--- src/rtl/if_fetch_queue.sv ---
// rtl/if_fetch_queue.sv - fetch PC/ROM-word pairing FIFO feeding the decode stage
// Optional FETCH_BYPASS_EN: a response arriving at an empty queue goes straight to ID.
module if_fetch_queue #(
  parameter int DEPTH  = 4,
  parameter int ADDR_W = 32,
  parameter int DATA_W = 32
) (
  input  logic                     clk,
  input  logic                     rst,
  input  logic [5:0]               stall,
  input  logic                     flush,
  input  logic                     ce_i,
  input  logic [ADDR_W-1:0]        pc_i,
  input  logic [DATA_W-1:0]        inst_i,
  output logic [ADDR_W-1:0]        id_pc,
  output logic [DATA_W-1:0]        id_inst,
  output logic                     id_valid,
  output logic                     fetch_stall_req,
  output logic [$clog2(DEPTH):0]   count
);

  localparam int PW = $clog2(DEPTH);
  localparam int CW = PW + 1;
  localparam logic [CW:0] DEPTH_W = (CW+1)'(DEPTH);

  logic [PW-1:0]     wr_ptr;
  logic [PW-1:0]     rd_ptr;
  logic              req_valid;
  logic [ADDR_W-1:0] req_pc;
  logic [ADDR_W-1:0] mem_pc   [DEPTH];
  logic [DATA_W-1:0] mem_inst [DEPTH];

  logic [CW:0] occupancy;
  logic        accept;
  logic        bypass;
  logic        push;
  logic        pop;
  logic        unused_stall;

  assign unused_stall = &{1'b0, stall[5:3]};

  // Pending request counts as occupied so a full queue never sees a push.
  assign occupancy       = {1'b0, count} + {{CW{1'b0}}, req_valid};
  assign fetch_stall_req = (occupancy >= DEPTH_W);
  assign accept          = ce_i & ~stall[0] & ~flush & ~fetch_stall_req;

`ifdef FETCH_BYPASS_EN
  assign bypass = req_valid & ~flush & ~stall[1] & (count == '0);
`else
  assign bypass = 1'b0;
`endif

  assign push = req_valid & ~flush & ~bypass;
  assign pop  = ~flush & ~stall[1] & (count != '0);

  always_ff @(posedge clk) begin
    if (push) begin
      mem_pc[wr_ptr]   <= req_pc;
      mem_inst[wr_ptr] <= inst_i;
    end
  end

  always_ff @(posedge clk or posedge rst) begin
    if (rst) begin
      wr_ptr    <= '0;
      rd_ptr    <= '0;
      count     <= '0;
      req_valid <= 1'b0;
      req_pc    <= '0;
      id_pc     <= '0;
      id_inst   <= '0;
      id_valid  <= 1'b0;
    end else begin
      req_valid <= accept;
      if (accept) begin
        req_pc <= pc_i;
      end
      if (flush) begin
        wr_ptr   <= '0;
        rd_ptr   <= '0;
        count    <= '0;
        id_pc    <= '0;
        id_inst  <= '0;
        id_valid <= 1'b0;
      end else begin
        if (push) begin
          wr_ptr <= wr_ptr + PW'(1);
        end
        if (pop) begin
          rd_ptr <= rd_ptr + PW'(1);
        end
        case ({push, pop})
          2'b10:   count <= count + CW'(1);
          2'b01:   count <= count - CW'(1);
          default: count <= count;
        endcase
        if (stall[1]) begin
          if (!stall[2]) begin
            id_pc    <= '0;
            id_inst  <= '0;
            id_valid <= 1'b0;
          end
        end else if (count != '0) begin
          id_pc    <= mem_pc[rd_ptr];
          id_inst  <= mem_inst[rd_ptr];
          id_valid <= 1'b1;
        end else if (bypass) begin
          id_pc    <= req_pc;
          id_inst  <= inst_i;
          id_valid <= 1'b1;
        end else begin
          id_pc    <= '0;
          id_inst  <= '0;
          id_valid <= 1'b0;
        end
      end
    end
  end

endmodule

--- config.mk ---
export PLATFORM = sky130hd
export DESIGN_NAME = if_fetch_queue
export DESIGN_NICKNAME = d
export VERILOG_FILES = /design/src/rtl/if_fetch_queue.sv
export SDC_FILE = /design/constraint.sdc
export NUM_CORES = 1
export LEC_CHECK = 0
export BUFFER_PORTS_ARGS = -buffer_cell sky130_fd_sc_hd__buf_4
export CORE_MARGIN = 8
export CORE_UTILIZATION = 62
export CTS_CLUSTER_SIZE = 30
export DETAILED_ROUTE_END_ITERATION = 7
export PLACE_DENSITY = 0.84
export SLEW_MARGIN = 40
export SYNTH_ARGS = -nofsm -noshare
export SYNTH_HDL_FRONTEND = slang
export SYNTH_SLANG_ARGS = --single-unit
--- constraint.sdc ---
create_clock -name clk -period 7.6 [get_ports clk]
set_input_delay 0.38 -clock clk [delete_from_list [all_inputs] [get_ports clk]]
set_output_delay 0.38 -clock clk [all_outputs]
set_load 0.05 [all_outputs]
# After elaboration in Yosys (flattened, before gate mapping)
# Memory sizes are Yosys's and may differ from the RTL's.
# Index checks and enable logic that the tools add are counted.
[word_totals]
register_bits = 105
ramBits = 256
output_inout_bits = 69
wordCells = 52
n_memories = 2
[classes]
add_sub_neg = 5
n_lt_le_gt_ge = 1
eq_ne = 3
n_mux = 19
bitwise_logic = 10
n_reduce_logical = 4
[mem_list]
columns = ["memory", "words", "word_bits", "rd", "rd_ports_with_merged_regs", "wr", "line_no", "rtl"]
rows = [
  ["mem_inst", 4, 32, 1, 0, 1, "31", "logic [DATA_W-1:0] mem_inst [DEPTH];"],
  ["mem_pc", 4, 32, 1, 0, 1, "30", "logic [ADDR_W-1:0] mem_pc [DEPTH];"],
]
[op_table]
columns = ["op", "count"]
rows = [
  ["two-way mux 32 bit", 7],
  ["two-way mux 2 bit", 4],
  ["bitwise AND 1 bit", 6],
  ["two-way mux 1 bit", 6],
  ["one-hot mux 3 bit (2 select lines)", 1],
  ["nonzero test 3 bit", 2],
  ["adder 2 x 1 -> 2 bit (second input constant)", 2],
  ["adder 3 x 1 -> 4 bit", 1],
  [">= comparator 4 x 3 -> 1 bit (second input constant)", 1],
  ["NOT 1 bit", 4],
  ["nonzero test 2 bit", 2],
  ["adder 3 x 1 -> 3 bit (second input constant)", 1],
  ["two-way mux 3 bit", 1],
  ["!= test 3 x 2 -> 1 bit (second input constant)", 1],
  ["subtractor 3 x 1 -> 3 bit (second input constant)", 1],
  ["equality test 2 x 1 -> 1 bit (second input constant)", 1],
  ["equality test 2 bit (second input constant)", 1],
]

# Logic depth before layout (Yosys ltp)
[logic_depth]
depth_word = 6
ltp_mapped = 6
mapped_depth_nobuf = 6

# Least setup slack after synthesis
# No wires, ideal clock.
[synth_path]
path_kind = "flip-flop to flip-flop"
start = "reg req_valid"
end = "mem mem_inst[0][0] (enable)"
setup_ps = 429
t_arrival_ps = 2283
slack_ps = 4888
stages_incl_launch_ff = 4
period_less_slack_ps = 2712
cell_sequence = "dfrtp_1 > buf_2 > nor2b_1 > and2_1"
[synth_between]
elab_chain_len = 3
[synth_lines]
columns = ["item", "line_no", "rtl"]
rows = [
  ["from (decl)", "28", "logic req_valid;"],
  ["from (signal assigned)", "74", "req_valid <= accept;"],
  ["bitwise AND 1 bit", "53", "assign push = req_valid & ~flush & ~bypass;"],
  ["two-way mux 1 bit", "57", "if (push) begin"],
  ["two-way mux 1 bit (implied by the code)", "59", "mem_inst[wr_ptr] <= inst_i;"],
  ["to (decl)", "31", ""],
]
# Every way passes these cells.

# Final worst setup path
[layout_path]
start = "reg rd_ptr[0]"
end = "reg id_inst[12]"
[layout_between]
elab_chain_len = 4
[layout_lines]
columns = ["item", "line_no", "rtl"]
rows = [
  ["from (decl)", "27", "logic [PW-1:0] rd_ptr;"],
  ["from (signal assigned)", "90", "rd_ptr <= rd_ptr + PW'(1);"],
  ["memory read (4 x 32 bit)", "n/a", ""],
  ["two-way mux 32 bit", "103", "end else if (count != '0) begin"],
  ["two-way mux 32 bit", "97", "if (stall[1]) begin"],
  ["two-way mux 32 bit", "78", "if (flush) begin"],
  ["to (signal assigned)", "105", "id_inst <= mem_inst[rd_ptr];"],
  ["to (signal assigned)", "109", "id_inst <= inst_i;"],
  ["to (decl)", "16", "output logic [DATA_W-1:0] id_inst,"],
]
# Every way passes these cells.
# A chain may end at the register's enable or synchronous reset.

==> impl_metrics.ini <==
[status]
status = finished, final reports clean

[grt]
grt_usage_pct = 20.6
grt_pass1_wl_mm = 41.3
antenna_found_initial = 0
overflow = 0
grt_max_degree = 72
grt_pass1_vias = 7277

[placed_design]
hpwl_mm = 15.3
gp_congestion = 0.746
dp_slack_ns = 4.97
port-buffer-count = 139

[clock_network]
cts_tree = yes
cts_buffers = 36
clockBufferDepth = 3
clk_pin_slew_ns = 0.06
clock_sinks = 361
cts_setup_buffers = 0
htreeDepth = 2
cts-root-buf = clkbuf_16
clk_latency_ns = 0.51

[setup_path]
path_max_fanout = 37
cp_top_family = flip-flops
worstSetupPathType = reg2reg
slowest_delay_ns = 0.86
arrival_ns = 2.96
path_cells = buf_4 -> mux4_2 -> a22o_1
worst_setup_path_start_kind = flop
cp-end-kind = flop
cp_slowest_cell = dfrtp_4
path_buf_inv = 1
crit_required_ns = 8.00

[synth]
synth_top_family_by_area = multiplexers
synth_ff_type = edfxtp_1
syn_area_um2 = 13300
synth.distinct_cells = 36
synth_compound_area_share_pct = 4.99
synth-seq-cells = 361
syn_nets = 690
yosysSeqAreaShare_pct = 77.7
avgSynthCellArea_um2 = 21.7
synthXorXnorAreaFrac_pct = 0.132
postSynthCellCount = 611
synth-simple-area-share_pct = 0.924
synthArstFlopShare_pct = 29.1
synthAdderAreaFrac_pct = 0.528
synth_edf_count = 256
yosysWarningCount = 0
synthMuxAreaShare_pct = 13.7

[cells_and_area]
area_growth_pct = 19.5
final_cell_mix = edfxtp_1 (256), buf_4 (143), dfrtp_1 (103)
final_nets = 845
layout_commonest_cell = edfxtp_1
antenna-diode-count = 0
drive_gt1_share_pct = 39.0

[routing]
drt_wl_total_mm = 26.7
vias_per_cell = 6.09
dr.first_iter.drc_count = 429
wire_per_inst_um = 25.0
vias = 6508
drtPass1Iterations = 4
postRouteAntennaNets = 0
drc_errors = 0

[floorplanning]
rows = 53
io_pins = 143
die_h_um = 162
die_area_um2 = 26300
start_util_pct = 63.1
core_um2 = 21000
die_x_um = 162

[worst_hold_path]
hp-class = in2reg

[timing]
setup_tns_ns = 0
max_slew_margin_pct = 44.5
slew_violations = 0
setup_viol = 0
worst_pin_slew_ns = 0.832
finalCritPeriodShare_pct = 33.7
min_period_ns = 2.56
rsz0062_at_grt = false
hold_viol_final = 0
max_freq_mhz = 390
fin_skew_ns = 0.0206
setup_ws_ns = 5.04

[job]
cap_violations = 0

[power]
pwr-share-comb_pct = 8.8
ir_worst_vdd_uv = 217
total_leakage_power_nw = 5.92
clockPowerShare_pct = 39.3
switching_share_pct = 22.5
p_int_mw = 3.48
p_per_area_nw_per_um2 = 283
switchingPower_mw = 1.01
seqPwrFrac_pct = 51.9
[repair_timing]
action                                 CTS  global route
hold buffers                             1             0
endpoints found under the hold margin   34             0
resized for setup                        0             0
[kinds of logic after synthesis]
family,Yosys count
flip-flops,361
AO/OA/AOI/OAI,80
AND/OR/NAND/NOR,22
XOR/XNOR,2
buffers and inverters,44
multiplexers,97
adder cells (fa/ha/maj),5
[area by class of cell]
class	count	area (µm²)
clock buffer	53	1050
clock inverter	13	150
fill	1114	5160
inverter	9	36.3
multi-input combinational	206	2720
sequential	361	10300
tap	275	344
timing repair buffer	152	1240
[synth_stat cells (3+ instances only)]
master / count / area [µm²]
edfxtp_1: 256 / 7690
dfrtp_1: 105 / 2630
a22o_1: 64 / 561
mux4_2: 64 / 1440
mux2_2: 32 / 360
buf_2: 20 / 100
inv_1: 9 / 33.8
clkbuf_1: 7 / 26.3
nor2_1: 6 / 22.5
a21oi_1: 5 / 25.0
and2_1: 4 / 25.0
buf_12: 4 / 80.1
ha_1: 4 / 50.1
o21ai_0: 3 / 15.0
or3_1: 3 / 18.8
[registers in the layout (all words and copies together) (netlist names)]
signal,cells
id_valid,1
mem_inst,128
count,3
rd_ptr,2
wr_ptr,2
id_pc,32
id_inst,32
req_valid,1
req_pc,32
mem_pc,128
[path summary, 6_finish.rpt]
path | startpoint | end | slack (ns) | cells after the start
setup / recovery | rd_ptr[0] | id_inst[12] | 5.04 | 3
hold / removal | inst_i[20] | mem_inst[1][20] | 0.06 | 1
setup reg to reg | rd_ptr[0] | id_inst[12] | 5.04 | 3
hold reg to reg | id_inst[4] | id_inst[4] | 0.51 | 1
max in group asynchronous | rst | rd_ptr[1] | 6.00 | 4
min in group asynchronous | rst | id_pc[17] | 0.48 | 3
[metal layers]
| layer | GRT usage (%) | up-vias | share of wire [%] |
|---|---|---|---|
| met1 | 25.3 | 3385 | 37 |
| met4 | 9.39 | 0 | 3.4 |
| met5 | 0 | - | 0 |
| li1 | - | 2799 | - |
| met2 | 35.8 | 251 | 53 |
| met3 | 3.24 | 73 | 5.8 |
[power groups by stage]
stage          Clock, mW  Sequential [mW]  Combinational, mW
2_1_floorplan          0             2.40              0.231
4_1_cts             1.78             2.33              0.403
3_5_place_dp           0             2.37              0.400
3_3_place_gp           0             2.35              0.381
5_1_grt             1.86             2.34              0.422
6_report            1.76             2.33              0.397
[metrics by stage]
stage | std cells | area (µm²) | util (%) | total power, mW | hold WS, ns
final | 1069 | 15900 | 75.5 | 4.49 | 0.0647
after global routing | 1069 | 15900 | 75.5 | 4.63 | 0.0500
after CTS | 1069 | 15900 | 75.5 | 4.51 | 0.0504
after detailed placement | 1002 | 14700 | 69.7 | 2.76 | 0.454
after global placement | 995 | 14500 | 69.0 | 2.73 | 0.433
after floorplan | 611 | 13300 | - | 2.63 | 0.471
No activity file was read; power rests on OpenSTA's default activity.
